==> src/rtl/adc_ctrl_pkg.sv <==
// Shared types and default widths for the ADC receive-window capture path.
package adc_ctrl_pkg;

  localparam int ADC_DATA_W = 10;
  localparam int ADC_LEN_W  = 16;

  typedef enum logic [2:0] {
    IDLE,
    WARMUP,
    BLANK,
    CAPTURE,
    DRAIN
  } capture_state_t;

endpackage

==> src/rtl/adc_capture_ctrl_if.sv <==
// Captured-sample stream from adc_capture_ctrl to the downstream buffer/DSP.
interface adc_capture_ctrl_if import adc_ctrl_pkg::*; #(
  parameter int DATA_W = ADC_DATA_W
);

  // A beat transfers on a SYS_CLK edge where OUT_VALID and OUT_READY are both
  // high. Once raised, OUT_VALID, OUT_DATA and OUT_LAST hold until that edge;
  // OUT_READY may change freely and OUT_LAST is meaningful only with OUT_VALID.
  logic [DATA_W-1:0] OUT_DATA;
  logic              OUT_VALID;
  logic              OUT_LAST;
  logic              OUT_READY;

  modport master (
    output OUT_DATA,
    output OUT_VALID,
    output OUT_LAST,
    input  OUT_READY
  );

  modport slave (
    input  OUT_DATA,
    input  OUT_VALID,
    input  OUT_LAST,
    output OUT_READY
  );

endinterface

==> src/rtl/adc_stream_reg.sv <==
// Single-entry valid/ready holding register; reports kept samples it had to drop.
module adc_stream_reg import adc_ctrl_pkg::*; #(
  parameter int DATA_W = ADC_DATA_W
) (
  input  logic              SYS_CLK,
  input  logic              RESET,
  input  logic              flush,
  input  logic              load,
  input  logic [DATA_W-1:0] load_data,
  input  logic              load_last,
  output logic              drop,
  output logic              last_accept,
  adc_capture_ctrl_if.master out_if
);

  logic [DATA_W-1:0] data_q;
  logic              valid_q;
  logic              last_q;
  logic              xfer;

  assign xfer        = valid_q && out_if.OUT_READY;
  // A load is lost only when the entry is occupied and not leaving this cycle.
  assign drop        = load && valid_q && !out_if.OUT_READY;
  assign last_accept = xfer && last_q;

  always_ff @(posedge SYS_CLK) begin
    if (RESET) begin
      data_q  <= '0;
      valid_q <= 1'b0;
      last_q  <= 1'b0;
    end else if (flush) begin
      valid_q <= 1'b0;
      last_q  <= 1'b0;
    end else if (load && (!valid_q || out_if.OUT_READY)) begin
      data_q  <= load_data;
      valid_q <= 1'b1;
      last_q  <= load_last;
    end else if (xfer) begin
      valid_q <= 1'b0;
      last_q  <= 1'b0;
    end
  end

  assign out_if.OUT_DATA  = data_q;
  assign out_if.OUT_VALID = valid_q;
  assign out_if.OUT_LAST  = last_q;

endmodule

==> src/rtl/adc_capture_ctrl.sv <==
// Receive-window sequencer: ADC warm-up discard, blanking skip, decimated
// capture of a fixed sample count onto a valid/ready stream with LAST.
module adc_capture_ctrl import adc_ctrl_pkg::*; #(
  parameter int DATA_W         = ADC_DATA_W,
  parameter int LEN_W          = ADC_LEN_W,
  parameter int DECIM_W        = 4,
  parameter int WARMUP_SAMPLES = 4
) (
  input  logic               SYS_CLK,
  input  logic               RESET,
  input  logic               CMD_START,
  input  logic               CMD_ABORT,
  input  logic [LEN_W-1:0]   CFG_DELAY,
  input  logic [LEN_W-1:0]   CFG_LENGTH,
  input  logic [DECIM_W-1:0] CFG_DECIM,
  input  logic [DATA_W-1:0]  APP_DATA,
  input  logic               APP_DATA_VALID,
  output logic               ADC_EN,
  adc_capture_ctrl_if.master out_if,
  output logic               BUSY,
  output logic               DONE,
  output logic               OVERFLOW,
  output capture_state_t     DBG_STATE
);

  capture_state_t     state_q;
  logic [LEN_W-1:0]   delay_q;
  logic [LEN_W-1:0]   remain_q;
  logic [LEN_W-1:0]   cnt_q;
  logic [DECIM_W-1:0] decim_q;
  logic [DECIM_W-1:0] phase_q;
  logic               adc_en_q;
  logic               done_q;
  logic               ovf_q;

  logic abort_hit;
  logic keep;
  logic keep_last;
  logic drop;
  logic last_accept;

  assign abort_hit = CMD_ABORT && (state_q != IDLE);
  assign keep      = (state_q == CAPTURE) && APP_DATA_VALID &&
                     (phase_q == '0) && !abort_hit;
  assign keep_last = keep && (remain_q == LEN_W'(1));

  adc_stream_reg #(.DATA_W(DATA_W)) u_stream (
    .SYS_CLK     (SYS_CLK),
    .RESET       (RESET),
    .flush       (abort_hit),
    .load        (keep),
    .load_data   (APP_DATA),
    .load_last   (keep_last),
    .drop        (drop),
    .last_accept (last_accept),
    .out_if      (out_if)
  );

  always_ff @(posedge SYS_CLK) begin
    if (RESET) begin
      state_q  <= IDLE;
      delay_q  <= '0;
      remain_q <= '0;
      cnt_q    <= '0;
      decim_q  <= '0;
      phase_q  <= '0;
      adc_en_q <= 1'b0;
      done_q   <= 1'b0;
      ovf_q    <= 1'b0;
    end else begin
      done_q <= 1'b0;
      if (drop) ovf_q <= 1'b1;

      if (abort_hit) begin
        state_q  <= IDLE;
        adc_en_q <= 1'b0;
      end else begin
        case (state_q)
          IDLE: begin
            if (CMD_START) begin
              delay_q  <= CFG_DELAY;
              remain_q <= CFG_LENGTH;
              decim_q  <= CFG_DECIM;
              cnt_q    <= '0;
              ovf_q    <= 1'b0;
              if (CFG_LENGTH == '0) begin
                done_q <= 1'b1;
              end else begin
                adc_en_q <= 1'b1;
                state_q  <= WARMUP;
              end
            end
          end

          WARMUP: begin
            if (APP_DATA_VALID) begin
              if (cnt_q == LEN_W'(WARMUP_SAMPLES - 1)) begin
                cnt_q   <= '0;
                phase_q <= '0;
                state_q <= (delay_q == '0) ? CAPTURE : BLANK;
              end else begin
                cnt_q <= cnt_q + LEN_W'(1);
              end
            end
          end

          BLANK: begin
            if (APP_DATA_VALID) begin
              if (cnt_q + LEN_W'(1) == delay_q) begin
                phase_q <= '0;
                state_q <= CAPTURE;
              end else begin
                cnt_q <= cnt_q + LEN_W'(1);
              end
            end
          end

          CAPTURE: begin
            if (APP_DATA_VALID) begin
              phase_q <= (phase_q == decim_q) ? '0 : phase_q + DECIM_W'(1);
              // Dropped kept samples still consume the window so it stays time-aligned.
              if (keep) begin
                remain_q <= remain_q - LEN_W'(1);
                if (keep_last) begin
                  adc_en_q <= 1'b0;
                  state_q  <= DRAIN;
                end
              end
            end
          end

          DRAIN: begin
            // A dropped LAST never transfers, so the window parks here until CMD_ABORT.
            if (last_accept) begin
              done_q  <= 1'b1;
              state_q <= IDLE;
            end
          end

          default: state_q <= IDLE;
        endcase
      end
    end
  end

  assign ADC_EN    = adc_en_q;
  assign BUSY      = (state_q != IDLE);
  assign DONE      = done_q;
  assign OVERFLOW  = ovf_q;
  assign DBG_STATE = state_q;

endmodule

==> src/flat_wrapper.sv <==
// flat-port wrapper written by rule: the top's interface ports become plain ports
module adc_capture_ctrl_flat import adc_ctrl_pkg::*;
#(
  parameter int DATA_W         = ADC_DATA_W,
  parameter int LEN_W          = ADC_LEN_W,
  parameter int DECIM_W        = 4,
  parameter int WARMUP_SAMPLES = 4
)
  (SYS_CLK, RESET, CMD_START, CMD_ABORT, CFG_DELAY, CFG_LENGTH, CFG_DECIM, APP_DATA, APP_DATA_VALID, ADC_EN, BUSY, DONE, OVERFLOW, DBG_STATE, out_if_OUT_DATA, out_if_OUT_VALID, out_if_OUT_LAST, out_if_OUT_READY);
  adc_capture_ctrl_if #(.DATA_W(DATA_W)) out_if_i ();
  input  logic SYS_CLK;
  input  logic RESET;
  input  logic CMD_START;
  input  logic CMD_ABORT;
  input  logic [LEN_W-1:0] CFG_DELAY;
  input  logic [LEN_W-1:0] CFG_LENGTH;
  input  logic [DECIM_W-1:0] CFG_DECIM;
  input  logic [DATA_W-1:0] APP_DATA;
  input  logic APP_DATA_VALID;
  output logic ADC_EN;
  output logic BUSY;
  output logic DONE;
  output logic OVERFLOW;
  output capture_state_t DBG_STATE;
  output wire logic [$bits(out_if_i.OUT_DATA)-1:0] out_if_OUT_DATA;
  output wire logic [$bits(out_if_i.OUT_VALID)-1:0] out_if_OUT_VALID;
  output wire logic [$bits(out_if_i.OUT_LAST)-1:0] out_if_OUT_LAST;
  input wire logic [$bits(out_if_i.OUT_READY)-1:0] out_if_OUT_READY;
  assign out_if_OUT_DATA = out_if_i.OUT_DATA;
  assign out_if_OUT_VALID = out_if_i.OUT_VALID;
  assign out_if_OUT_LAST = out_if_i.OUT_LAST;
  assign out_if_i.OUT_READY = out_if_OUT_READY;
  adc_capture_ctrl #(.DATA_W(DATA_W), .LEN_W(LEN_W), .DECIM_W(DECIM_W), .WARMUP_SAMPLES(WARMUP_SAMPLES)) u_core (.SYS_CLK(SYS_CLK), .RESET(RESET), .CMD_START(CMD_START), .CMD_ABORT(CMD_ABORT), .CFG_DELAY(CFG_DELAY), .CFG_LENGTH(CFG_LENGTH), .CFG_DECIM(CFG_DECIM), .APP_DATA(APP_DATA), .APP_DATA_VALID(APP_DATA_VALID), .ADC_EN(ADC_EN), .out_if(out_if_i), .BUSY(BUSY), .DONE(DONE), .OVERFLOW(OVERFLOW), .DBG_STATE(DBG_STATE));
endmodule
==> config.mk <==
export PLATFORM = sky130hd
export DESIGN_NAME = adc_capture_ctrl_flat
export DESIGN_NICKNAME = d
export VERILOG_FILES = /design/src/rtl/adc_ctrl_pkg.sv /design/src/rtl/adc_capture_ctrl_if.sv /design/src/rtl/adc_stream_reg.sv /design/src/rtl/adc_capture_ctrl.sv /design/src/flat_wrapper.sv
export SDC_FILE = /design/constraint.sdc
export NUM_CORES = 1
export LEC_CHECK = 0
export BUFFER_PORTS_ARGS = -buffer_cell sky130_fd_sc_hd__buf_2
export CORE_ASPECT_RATIO = 1.1
export CORE_MARGIN = 4
export CORE_UTILIZATION = 35
export CTS_CLUSTER_DIAMETER = 100
export CTS_CLUSTER_SIZE = 28
export DETAILED_ROUTE_END_ITERATION = 7
export GPL_ROUTABILITY_DRIVEN = 0
export GPL_TIMING_DRIVEN = 0
export PLACE_DENSITY = 0.55
export SYNTH_ARGS = -nofsm -noshare
export SYNTH_HDL_FRONTEND = slang
export SYNTH_SLANG_ARGS = --single-unit
==> constraint.sdc <==
create_clock -name SYS_CLK -period 3 [get_ports SYS_CLK]
set_clock_uncertainty 0.2 [all_clocks]
set_input_delay 0 -clock SYS_CLK [delete_from_list [all_inputs] [get_ports SYS_CLK]]
set_output_delay 0 -clock SYS_CLK [all_outputs]
set_load 0.005 [all_outputs]
==> flow_summary.toml <==
[status]
outcome = "complete, but fails checks"
violations = "setup timing"

[floorplan]
core_um2 = 11600
initial_core_util_pct = 36.0
boundaryPins = 71
row_count = 41
dieArea_um2 = 13700
fp.dieW_um = 112
die_y_um = 123

[cells_and_area]
diodes = 0
final_nets = 754
drive_gt1_share_pct = 20.1
syn2layout_area_growth_pct = 38.4

[timing]
tns_ns = -3.97
worst_slack_ns = -0.267
rsz0062_at_grt = "yes"
report.final.slew_viol_count = 0
finalCriticalPeriod_ns = 3.27
fmax_mhz = 306
worstMarginPinSlew_ns = 0.760
slew-limit-headroom_pct = 48.7
hold_viol_final = 0
hold_ws_ns = 0.0607
finalCritPeriodShare_pct = 109
finalSetupViolCount = 20

[drt]
routed-via-count = 4559
drc = 0
firstDrtPassIters = 5
routed_wl_um = 13500
ant_nets = 0
initialDrtViolationCount = 242
via_per_inst = 5.35
avgRoutedWirePerCell_um = 15.9

[synthesis]
postSynth.asyncResetShare_pct = 0
synth_area_leader_cell = "dfxtp_1"
synth_top_area_share_pct = 35.5
avgSynthCellArea_um2 = 7.56
syn_inst = 552
synth_area_leaders = "dfxtp_1, nand2_1, a21oi_1, nor2_1, o21ai_0"
syn_area_um2 = 4170
post-synth-top-count-cell = "dfxtp_1"
seq_area_frac_synth_pct = 35.5
syn_nets = 609
synth_enable_flop_cells = 0
synth_warnings = 0
ys_seq_elements = 74
synth_commonest_cells = "dfxtp_1, nand2_1, nor2_1"
synth.distinct_cells = 53
synth_ff_type = "dfxtp_1"

[setup_path]
crit_fanout = 6
crit_arrival_ns = 3.34
cp.buffers_inverters = 0
cp-start-kind = "flip-flop"
max_stage_delay_ns = 0.53
endpoint_kind = "flip-flop"
slowest_stage = "or4_4"
crit_family = "simple AND/OR/NAND/NOR gates"
crit_chain = "ha_4 > nand4_1 > nor4_2 > xnor2_1 > or4_1 > or4_4 > o2bb2a_4 > or4b_1 > a21oi_1"
required_ns = 3.07
path_class = "flip-flop to flip-flop"

[clock_network]
clk_latency_ns = 0.34
htreeDepth = 3
cts_buffers = 9
cts_max_path_buffers = 2
cts_tree = "yes"
clk_pin_slew_ns = 0.06
cts-root-buf = "clkbuf_16"
cts_sinks = 74

[grt]
antenna_found_initial = 0
overflow = 0
grt_max_degree = 14
grt_pass1_wl_um = 22100
grt_usage_pct = 20.0
grt_pass1_vias = 4497

[place]
io_buffers = 70
pre_cts_ws_ns = -0.726
dp.final_hpwl_um = 9520

[run]
maxCapViolations = 0

[power]
comb_power_share_pct = 17.8
netSwitchingFraction_pct = 28.5
cellInternalPower_mw = 1.79
p_clk_share_pct = 39.5
ir_drop_mv = 0.229
power.density_nw_per_um2 = 433
p_sw_mw = 0.714
power_leakage_nw = 2.30
p_seq_share_pct = 42.6

[hold_path]
hp-class = "primary input to flip-flop"
## cell usage in the layout, fill, tap and decap left out, drive strengths merged, types with 3 or more instances in the layout
| cell type | synthesis | routed |
|---|---|---|
| nand3b | 4 | 4 |
| a22oi | 4 | 4 |
| or4 | 7 | 7 |
| nor2 | 69 | 69 |
| nand2 | 71 | 71 |
| nand4 | 12 | 12 |
| a31oi | 7 | 7 |
| clkbuf | 25 | 34 |
| inv | 13 | 13 |
| or3 | 4 | 4 |
| nand3 | 15 | 15 |
| mux2i | 13 | 13 |
| o41ai | 5 | 5 |
| a21oi | 52 | 52 |
| ha | 5 | 5 |
| nor4 | 18 | 18 |
| dlygate4sd3 | 0 | 54 |
| and3 | 5 | 5 |
| nand2b | 7 | 7 |
| o32ai | 3 | 3 |
| xor2 | 10 | 10 |
| a211oi | 5 | 5 |
| nor2b | 14 | 14 |
| o21ai | 39 | 39 |
| xnor2 | 17 | 17 |
| nor3 | 13 | 13 |
| dfxtp | 74 | 74 |
| o31ai | 6 | 6 |
| clkinvlp | 0 | 3 |
| buf | 10 | 92 |
## logic make-up after synthesis
family,share of synthesized area (%)
simple gates,29.4
compound gates,19.3
flops,35.5
buf+inv,5.01
xor+xnor,5.67
mux,3.66
fa+ha+maj,1.50
## metrics by stage
| step | total power, mW | cells | area (um2) | utilization (%) |
|---|---|---|---|---|
| global placement | 1.43 | 772 | 4730 | 40.8 |
| CTS | 2.52 | 849 | 5710 | 49.2 |
| floorplan | 1.31 | 552 | 4190 | - |
| detailed placement | 1.43 | 772 | 4730 | 40.8 |
| global route | 2.61 | 852 | 5780 | 49.8 |
| finish | 2.50 | 852 | 5780 | 49.8 |
## flip-flops by register name, indices dropped and copies added, names as in the netlist
name	cells
u_core.ADC_EN	1
u_core.remain_q	16
u_core.DONE	1
u_core.u_stream.out_if.OUT_VALID	1
u_core.OVERFLOW	1
u_core.delay_q	16
u_core.u_stream.out_if.OUT_LAST	1
u_core.DBG_STATE	3
u_core.cnt_q	16
u_core.decim_q	4
u_core.phase_q	4
u_core.u_stream.out_if.OUT_DATA	10
## path summary, 6_finish.rpt
check / startpoint / endpoint / slack (ns) / cells after the start
worst min register to register: u_core.decim_q[3] / u_core.decim_q[3] / 0.27 / 2
worst min-delay path: APP_DATA_VALID / u_core.cnt_q[6] / 0.06 / 5
worst max register to register: u_core.cnt_q[0] / u_core.phase_q[2] / -0.27 / 9
worst max-delay path: u_core.cnt_q[0] / u_core.phase_q[2] / -0.27 / 9
## power by group through the flow
stage | sequential, mW | clock [mW] | combinational (mW)
final | 1.07 | 0.989 | 0.447
after global routing | 1.07 | 1.05 | 0.493
after CTS | 1.07 | 1.02 | 0.436
after detailed placement | 1.09 | 0 | 0.346
after global placement | 1.09 | 0 | 0.343
after floorplan | 1.08 | 0 | 0.230
## worst reg2reg max path, cell delays in order (launching register included)
cell      delay [ns]
dfxtp_4         0.36
ha_4            0.16
nand4_1         0.10
nor4_2          0.37
xnor2_1         0.11
or4_1           0.49
or4_4           0.53
o2bb2a_4        0.25
or4b_1          0.49
a21oi_1         0.12
## layer usage
layer / vias up / track usage, % / share of wire [%]
li1: 2261 / - / -
met1: 2130 / 24.2 / 43
met2: 140 / 35.2 / 50
met3: 28 / 2.96 / 4.8
met4: 0 / 9.09 / 2.7
met5: - / 0 / 0
## final cells by class
class	count	area, um2
Buffer	33	173
Clock buffer	11	233
Clock inverter	5	32.5
Fill cell	1168	5820
Inverter	13	48.8
Multi-Input combinational cell	430	2600
Sequential cell	74	1490
Tap cell	150	188
Timing Repair Buffer	136	1010
## timing repair
item | CTS | global route
pin swaps | 14 | 6
buffers inserted | 7 | 4
resized for setup | 35 | 13
gates cloned | 1 | 0
hold buffers | 54 | 0
setup endpoints to repair | 22 | 23
endpoints found under the hold margin | 57 | 0
Note: power is estimated with default switching activity, not from simulation.
